## src/rtl/acc_cpu_core.sv

```systemverilog
// Accumulator CPU: 16-word style internal RAM, 3-cycle FETCH/DECODE/EXEC sequencer.
// Optional single-step hold after each EXEC is enabled with `define ACC_CPU_STEP_EN (adds port step).
module acc_cpu_core #(
  parameter int WORDSIZE = 8,
  parameter int ADDR_W   = 4
) (
  input  logic                clk,
  input  logic                reset,
`ifdef ACC_CPU_STEP_EN
  input  logic                step,
`endif
  input  logic                start,
  input  logic                load_en,
  input  logic [ADDR_W-1:0]   load_addr,
  input  logic [WORDSIZE-1:0] load_data,
  output logic [WORDSIZE-1:0] acc,
  output logic [ADDR_W-1:0]   pc,
  output logic                busy,
  output logic                halted,
  output logic                zero,
  output logic                carry,
  output logic                err
);

  localparam int OPW   = WORDSIZE - ADDR_W;
  localparam int DEPTH = 1 << ADDR_W;

  localparam logic [OPW-1:0] OP_NOP  = OPW'(0);
  localparam logic [OPW-1:0] OP_LDA  = OPW'(1);
  localparam logic [OPW-1:0] OP_ADD  = OPW'(2);
  localparam logic [OPW-1:0] OP_SUB  = OPW'(3);
  localparam logic [OPW-1:0] OP_STA  = OPW'(4);
  localparam logic [OPW-1:0] OP_JMP  = OPW'(5);
  localparam logic [OPW-1:0] OP_JZ   = OPW'(6);
  localparam logic [OPW-1:0] OP_HALT = OPW'(7);

  typedef enum logic [2:0] {
    ST_IDLE,
    ST_FETCH,
    ST_DECODE,
    ST_EXEC,
    ST_HALT,
    ST_HOLD
  } state_e;

  state_e                state_q, state_d;
  logic [ADDR_W-1:0]     pc_q, pc_d;
  logic [WORDSIZE-1:0]   acc_q, acc_d;
  logic [WORDSIZE-1:0]   ir_q, ir_d;
  logic                  carry_q, carry_d;
  logic                  err_q, err_d;
  logic                  halted_q, halted_d;

  logic [WORDSIZE-1:0]   mem_q [DEPTH];
  logic [WORDSIZE-1:0]   rdata_q;
  logic [ADDR_W-1:0]     raddr;
  logic [ADDR_W-1:0]     waddr;
  logic [WORDSIZE-1:0]   wdata;
  logic                  mem_we;

  logic [OPW-1:0]        opcode;
  logic [ADDR_W-1:0]     operand;
  logic [WORDSIZE:0]     sum;

  assign opcode  = ir_q[WORDSIZE-1:ADDR_W];
  assign operand = ir_q[ADDR_W-1:0];
  assign sum     = {1'b0, acc_q} + {1'b0, rdata_q};

  always_comb begin
    // NOTE: every combinational output gets a default first so no path leaves it unassigned (no latches).
    state_d  = state_q;
    pc_d     = pc_q;
    acc_d    = acc_q;
    ir_d     = ir_q;
    carry_d  = carry_q;
    err_d    = err_q;
    halted_d = halted_q;
    raddr    = pc_q;
    waddr    = load_addr;
    wdata    = load_data;
    mem_we   = 1'b0;

    case (state_q)
      ST_IDLE, ST_HALT: begin
        mem_we = load_en;
        if (start) begin
          state_d  = ST_FETCH;
          pc_d     = '0;
          err_d    = 1'b0;
          halted_d = 1'b0;
        end
      end
      ST_FETCH: begin
        raddr   = pc_q;
        state_d = ST_DECODE;
      end
      ST_DECODE: begin
        // The fetched word is on the RAM output now; launch the operand read from it directly.
        ir_d    = rdata_q;
        raddr   = rdata_q[ADDR_W-1:0];
        state_d = ST_EXEC;
      end
      ST_EXEC: begin
        pc_d = pc_q + ADDR_W'(1);
`ifdef ACC_CPU_STEP_EN
        state_d = ST_HOLD;
`else
        state_d = ST_FETCH;
`endif
        case (opcode)
          OP_NOP: ;
          OP_LDA: acc_d = rdata_q;
          OP_ADD: {carry_d, acc_d} = sum;
          OP_SUB: begin
            acc_d   = acc_q - rdata_q;
            carry_d = (acc_q < rdata_q);
          end
          OP_STA: begin
            mem_we = 1'b1;
            waddr  = operand;
            wdata  = acc_q;
          end
          OP_JMP: pc_d = operand;
          OP_JZ:  if (zero) pc_d = operand;
          OP_HALT: begin
            pc_d     = pc_q;
            halted_d = 1'b1;
            state_d  = ST_HALT;
          end
          default: begin
            pc_d     = pc_q;
            err_d    = 1'b1;
            halted_d = 1'b1;
            state_d  = ST_HALT;
          end
        endcase
      end
`ifdef ACC_CPU_STEP_EN
      ST_HOLD: if (step) state_d = ST_FETCH;
`endif
      default: state_d = ST_IDLE;
    endcase

    // Reset wins over any load or pending STA in the same cycle.
    if (reset) mem_we = 1'b0;
  end

  always_ff @(posedge clk) begin
    if (reset) begin
      state_q  <= ST_IDLE;
      pc_q     <= '0;
      acc_q    <= '0;
      ir_q     <= '0;
      carry_q  <= 1'b0;
      err_q    <= 1'b0;
      halted_q <= 1'b0;
    end else begin
      // NOTE: state registers use non-blocking assignments so every register samples pre-edge values.
      state_q  <= state_d;
      pc_q     <= pc_d;
      acc_q    <= acc_d;
      ir_q     <= ir_d;
      carry_q  <= carry_d;
      err_q    <= err_d;
      halted_q <= halted_d;
    end
  end

  // NOTE: the RAM array and its read register are deliberately not reset; program contents survive reset.
  always_ff @(posedge clk) begin
    if (mem_we) mem_q[waddr] <= wdata;
    rdata_q <= mem_q[raddr];
  end

  assign acc    = acc_q;
  assign pc     = pc_q;
  assign carry  = carry_q;
  assign err    = err_q;
  assign halted = halted_q;
  assign zero   = (acc_q == '0);
  assign busy   = (state_q == ST_FETCH) || (state_q == ST_DECODE) ||
                  (state_q == ST_EXEC)  || (state_q == ST_HOLD);

endmodule
```

## config.mk

```make
export PLATFORM = sky130hd
export DESIGN_NAME = acc_cpu_core
export DESIGN_NICKNAME = d
export VERILOG_FILES = /design/src/rtl/acc_cpu_core.sv
export SDC_FILE = /design/constraint.sdc
export NUM_CORES = 1
export LEC_CHECK = 0
export ABC_AREA = 1
export BUFFER_PORTS_ARGS = -buffer_cell sky130_fd_sc_hd__buf_4
export CAP_MARGIN = 20
export CORE_UTILIZATION = 62
export CTS_CLUSTER_SIZE = 24
export DETAILED_ROUTE_END_ITERATION = 8
export GPL_TIMING_DRIVEN = 0
export PLACE_DENSITY = 0.84
export SYNTH_ARGS = -nofsm -noshare
export SYNTH_HDL_FRONTEND = slang
export SYNTH_SLANG_ARGS = --single-unit
```

## constraint.sdc

```tcl
create_clock -name clk -period 2.8 [get_ports clk]
set_input_delay 0.56 -clock clk [delete_from_list [all_inputs] [get_ports clk]]
set_output_delay 0.56 -clock clk [all_outputs]
set_load 0.01 [all_outputs]
```

# Word-level counts from Yosys, hierarchy flattened
# Memories as Yosys holds them, arrays and structs flattened. A register that Yosys moved wholly into a read port is not among the register bits.
# Cells that the tools add are included.
dict set report op_classes {
  n_reduce_logical 18
  muxes 24
  order_cmp 1
  n_eq_ne 16
  n_addsub 3
}
# cell n
set ops {}
lappend ops {{one-hot mux 8 bit (3 select lines)} 1}
lappend ops {{2-to-1 mux 4 bit} 5}
lappend ops {{== test 4 x 3 -> 1 bit, second input constant} 4}
lappend ops {{2-to-1 mux 8 bit} 2}
lappend ops {{one-hot mux 3 bit (4 select lines)} 1}
lappend ops {{one-hot mux 4 bit (3 select lines)} 1}
lappend ops {{adder 8 x 8 -> 9 bit} 1}
lappend ops {{AND reduction 3 bit} 3}
lappend ops {{== test 4 x 2 -> 1 bit, second input constant} 2}
lappend ops {{zero test 8 bit} 1}
lappend ops {{less-than comparator 8 bit} 1}
lappend ops {{one-hot mux 1 bit (2 select lines)} 4}
lappend ops {{one-hot mux 4 bit (2 select lines)} 1}
lappend ops {{OR reduction 8 bit} 1}
lappend ops {{subtractor 8 bit} 1}
lappend ops {{2-to-1 mux 1 bit} 7}
lappend ops {{OR reduction 7 bit} 1}
lappend ops {{== test 3 x 2 -> 1 bit, second input constant} 2}
lappend ops {{== test 3 bit, second input constant} 2}
lappend ops {{2-to-1 mux 3 bit} 2}
lappend ops {{inequality test 2 bit, second input constant} 3}
lappend ops {{OR reduction 5 bit} 1}
lappend ops {{adder 4 x 1 -> 4 bit, second input constant} 1}
lappend ops {{== test 4 x 1 -> 1 bit, second input constant} 1}
lappend ops {{9 further kinds} 13}
dict set report word_totals {
  reg_bits 26
  input_bits 16
  n_memories 1
  ram_bits 128
  word_cells 70
}
# name depth width rd rd_clocked_by_memory_dff wr line
set mem_list {}
lappend mem_list {mem_q 16 8 1 1 1 54} ;# logic [WORDSIZE-1:0] mem_q [DEPTH];

# Logic depth before layout (Yosys ltp)
dict set report depth {
  word_depth 6
  ltp_mapped 13
  ltp_nobuf 12
}

# Worst setup path after synthesis
# Ideal clock, no wire load.
dict set report synth_path {
  path_type {register -> register}
  start {register ir_q[4]}
  end {memory mem_q[0][0] (data pin)}
  path_buffers 2
  setup_ns 0.330
  t_required_ns 2.470
  arrival_ns 1.809
  path_stages_with_launch 6
  slack_ns 0.661
  period_less_slack_ns 2.139
  path_cell_list {dfxtp_1 nor2_1 nand3_2 buf_2 clkbuf_1 o21ai_0}
}
dict set report synth_between {
  elab_chain_cells 3
}
# element line
set synth_lines {}
lappend synth_lines {{start, declared} 49} ;# logic [WORDSIZE-1:0] ir_q, ir_d;
lappend synth_lines {{start signal, assigned} 162} ;# ir_q <= ir_d;
lappend synth_lines {{== test 4 x 3 -> 1 bit} 110} ;# case (opcode)
lappend synth_lines {{2-to-1 mux 8 bit} 110}
lappend synth_lines {{2-to-1 mux 8 bit} 83} ;# case (state_q)
lappend synth_lines {{via wdata[0]} 58} ;# logic [WORDSIZE-1:0] wdata;
lappend synth_lines {{end, declared} 54}
# The timed path passes the listed nets, and every way through them passes these cells.

# Final worst setup path
dict set report layout_path {
  start {register ir_q[4]}
  end {memory mem_q[0][1] (enable)}
}
dict set report layout_between {
  elab_chain_cells 6
}
# element line
set layout_lines {}
lappend layout_lines {{== test 4 x 3 -> 1 bit *} 110}
lappend layout_lines {{2-to-1 mux 1 bit} 110}
lappend layout_lines {{one-hot mux 1 bit (2 select lines)} 83}
lappend layout_lines {{2-to-1 mux 1 bit} 145} ;# if (reset) mem_we = 1'b0;
lappend layout_lines {{2-to-1 mux 1 bit} 171} ;# if (mem_we) mem_q[waddr] <= wdata;
lappend layout_lines {{2-to-1 mux 1 bit (not written as such)} 171}
# Every way passes the cells marked *; elsewhere a longest branch is shown, timed or not.

==> summary.txt <==
Finish
  • Finished Layout Cells: 1140
  • Diodes inserted: 0
  • Most frequent cells in the layout: nand2_1, inv_1, nand3_1
  • Most common cell after layout, fill and taps aside: nand2_1
  • Share of cells above drive strength 1: 11.2%
  • Reg area: ~4500 µm²
  • Area grow syn2layout: 14.8%
  • NumNets Final: 990
  • Fillers: around 910
  • Multi-input gate area: 2770 µm²

Timing
  • Max Fclk: 373 MHz
  • Slew @ Worst Pin: 910 ps
  • Minimum period implied by the final worst setup slack: 2680 ps
  • Final Skew: 7.13 ps
  • RSZ-0062 raised after global routing: false
  • Slew Viols, Final: 0
  • Slew HR: 38.9%
  • Final cycle utilization of the critical path: 95.7%
  • Final setup violation count: 0
  • Total negative slack: 0 ps
  • Hold Vio Cnt, Final: 0

Clock network
  • CTS clk-pin slew, worst paths: 60 ps
  • PostCTS Resize Cnt: 0
  • Sink Count: 162
  • Clk Latency, worst-skew pair: 430 ps
  • Hold buffer count at cts: 0
  • CTS Root Buffer Type: clkbuf_16
  • CTS tree: done
  • Max Buffers Root-to-Sink: 2
  • TritonCTS Buffers: 17
  • Htree depth: 4
  • Postcts setup bufs: 0

Floorplanning
  • Die area: about 13000 µm²
  • I/O pin total: 33
  • Core area: 12700 µm²
  • Initial Utilization: approximately 64%
  • Die X-Extent: 116 µm
  • Row Count: 41
  • Die Span Y: 116 µm

Worst setup path
  • Reg2reg end: mem_q[0][1]
  • Crit-path cells: nor2_1, nand3_2, buf_2, a21oi_2, nand3_1, nor2_1
  • Critical path peak fanout: 10
  • Critical Path Slowest Stage Cell: nor2_1
  • Slowest stage delay, CP: ~750 ps
  • WP data arrival: 2730 ps
  • Worst path most repeated cell: nor2_1
  • CP required: 2850 ps
  • Setup CP Type: flip-flop to flip-flop
  • Startpoint types: flip-flop
  • Worst R2R Setup Slack: 120 ps
  • Reg2Reg Depth: 6
  • Critical path capture point type: flip-flop
  • RR Startpoint: ir_q[4]

Synthesis
  • Synthesized cell area: 8070 µm²
  • Mapped Avg Cell Area: approximately 9 µm²
  • Async SR Flop Fraction: 0%
  • Synthesis warning total: 0
  • Post-synth net total: 933
  • Sequential fraction of the synthesis area: 56.0%
  • Syn Inst Count: 898
  • FF+latch count, synth: 162
  • Number of library cell types mapped by synthesis: 35
  • Synth Flop Type: edfxtp_1
  • Post-synth EDFFs: 128

Global routing
  • Largest net degree at the start of global routing: 17
  • Gr usage total: approximately 33%
  • GRT overflow: 0
  • Initial antenna violation count: 0
  • Vias in the first global route: 6120
  • First-pass GRT wire length: between 30 and 40 mm

Power and ir drop
  • Leak Pwr: between 4 and 5 nW
  • VDD IR max: 0.776 mV
  • PwrDens: 733 nW/µm²

Run
  • Max-Cap Viols: 0

Place
  • Post-placement cell count: 1108
  • Detailed Place HPWL: 14.4 mm
  • Gp weighted congestion: 0.955
  • Port bufs: 31

Drt
  • Initial DRC count: 748
  • Antenna Nets Post-Route: 0
  • Final Routed Wirelength: 20.9 mm
  • Residual DRC count: 0
  • Vias per inst: 5.80
  • Detailed-route via count: 6615
  • DR WL/cell: approximately 18 µm
  • DRT Pass-1 Iters: 6

Status
  • Run status: completed

Hold path
  • Worst hold path startpoint: start
  • Worst hold path class: input port to flip-flop
  • Worst hold stages: 4
  • Worst Hold Endpoint: state_q[2]
## cells in the mapped netlist, drive strengths merged, types with 2 or more instances
master	count	area share, %
dfxtp	34	8.4
nor2	47	2.3
o21ai	25	1.6
nand3	161	10
buf	24	1.7
nand2	186	8.7
a21oi	37	2.4
nand3b	40	3.7
edfxtp	128	48
fa	2	0.50
xor2	3	0.33
nand4	9	0.70
clkbuf	11	0.51
inv	162	7.5
ha	17	2.6
nor3	3	0.33
## how the worst max path moves through the flow
stage | start | endpoint | slack, ps | cells past startpoint
floorplan | ir_q[4] | mem_q[0][0] | 660 | 5
global placement | ir_q[4] | mem_q[9][1] | -780 | 5
detailed placement | ir_q[4] | mem_q[0][4] | 280 | 6
CTS | ir_q[4] | mem_q[0][1] | 210 | 6
global route | ir_q[4] | mem_q[3][4] | 40 | 8
finish | ir_q[4] | mem_q[0][1] | 120 | 6
## metrics by stage
stage,cell area (µm²),worst slack (ps),total power [mW],hold WS (ps),util [%]
finish,9270,121,6.80,430,73.1
global route,9270,40.9,7.03,432,73.1
CTS,9270,215,6.77,412,73.1
detailed placement,8590,280,4.13,459,67.8
global placement,8520,-783,4.10,458,67.2
floorplan,8070,661,3.71,454,-
## kinds of logic after synthesis
kind of cell    Yosys count  share of synthesized area, %
xor+xnor                  4                         0.434
fa+ha+maj                19                          3.13
buf+inv                 197                          9.70
simple gates            447                          25.9
mux                       1                         0.139
flops                   162                          56.0
compound gates           68                          4.63
## power by group
part / leakage [nW] / internal, mW / switching [mW]
logic: 2.27 / 0.404 / 0.936
clock network: 0.317 / 1.68 / 0.972
registers: 1.43 / 2.69 / 0.111
## per-layer routing
metal  vias to the layer above  share of wire, %  global-route usage (%)  routed length (µm)
met5                         -                 0                       0                   0
met4                         0               3.3                    12.3                 682
met3                        68                10                    7.21                2170
met2                       393                48                    54.2                9960
met1                      3071                39                    43.4                8080
li1                       3083                 -                       -                   -
## critical path, delay by kind of cell (launching register included)
family	cells	cell delay, ps
simple gates	4	1480
flops	1	350
buf+inv	1	230
compound gates	1	230
## area by class of cell
cell class | instances | share of cell area (%)
Inverter | 162 | 6.56
Multi-Input combinational cell | 539 | 29.8
Buffer | 35 | 1.89
Sequential cell | 162 | 48.8
Tap cell | 172 | 2.32
Clock inverter | 15 | 2.74
Timing Repair Buffer | 38 | 3.24
Clock buffer | 17 | 4.59
## registers in the layout (all words and copies together), names as in the netlist
signal	cells
mem_q	128
err	1
halted	1
pc	4
ir_q	8
state_q	3
acc	8
carry	1
rdata_q	8
Power figures use the tool's default switching activity.
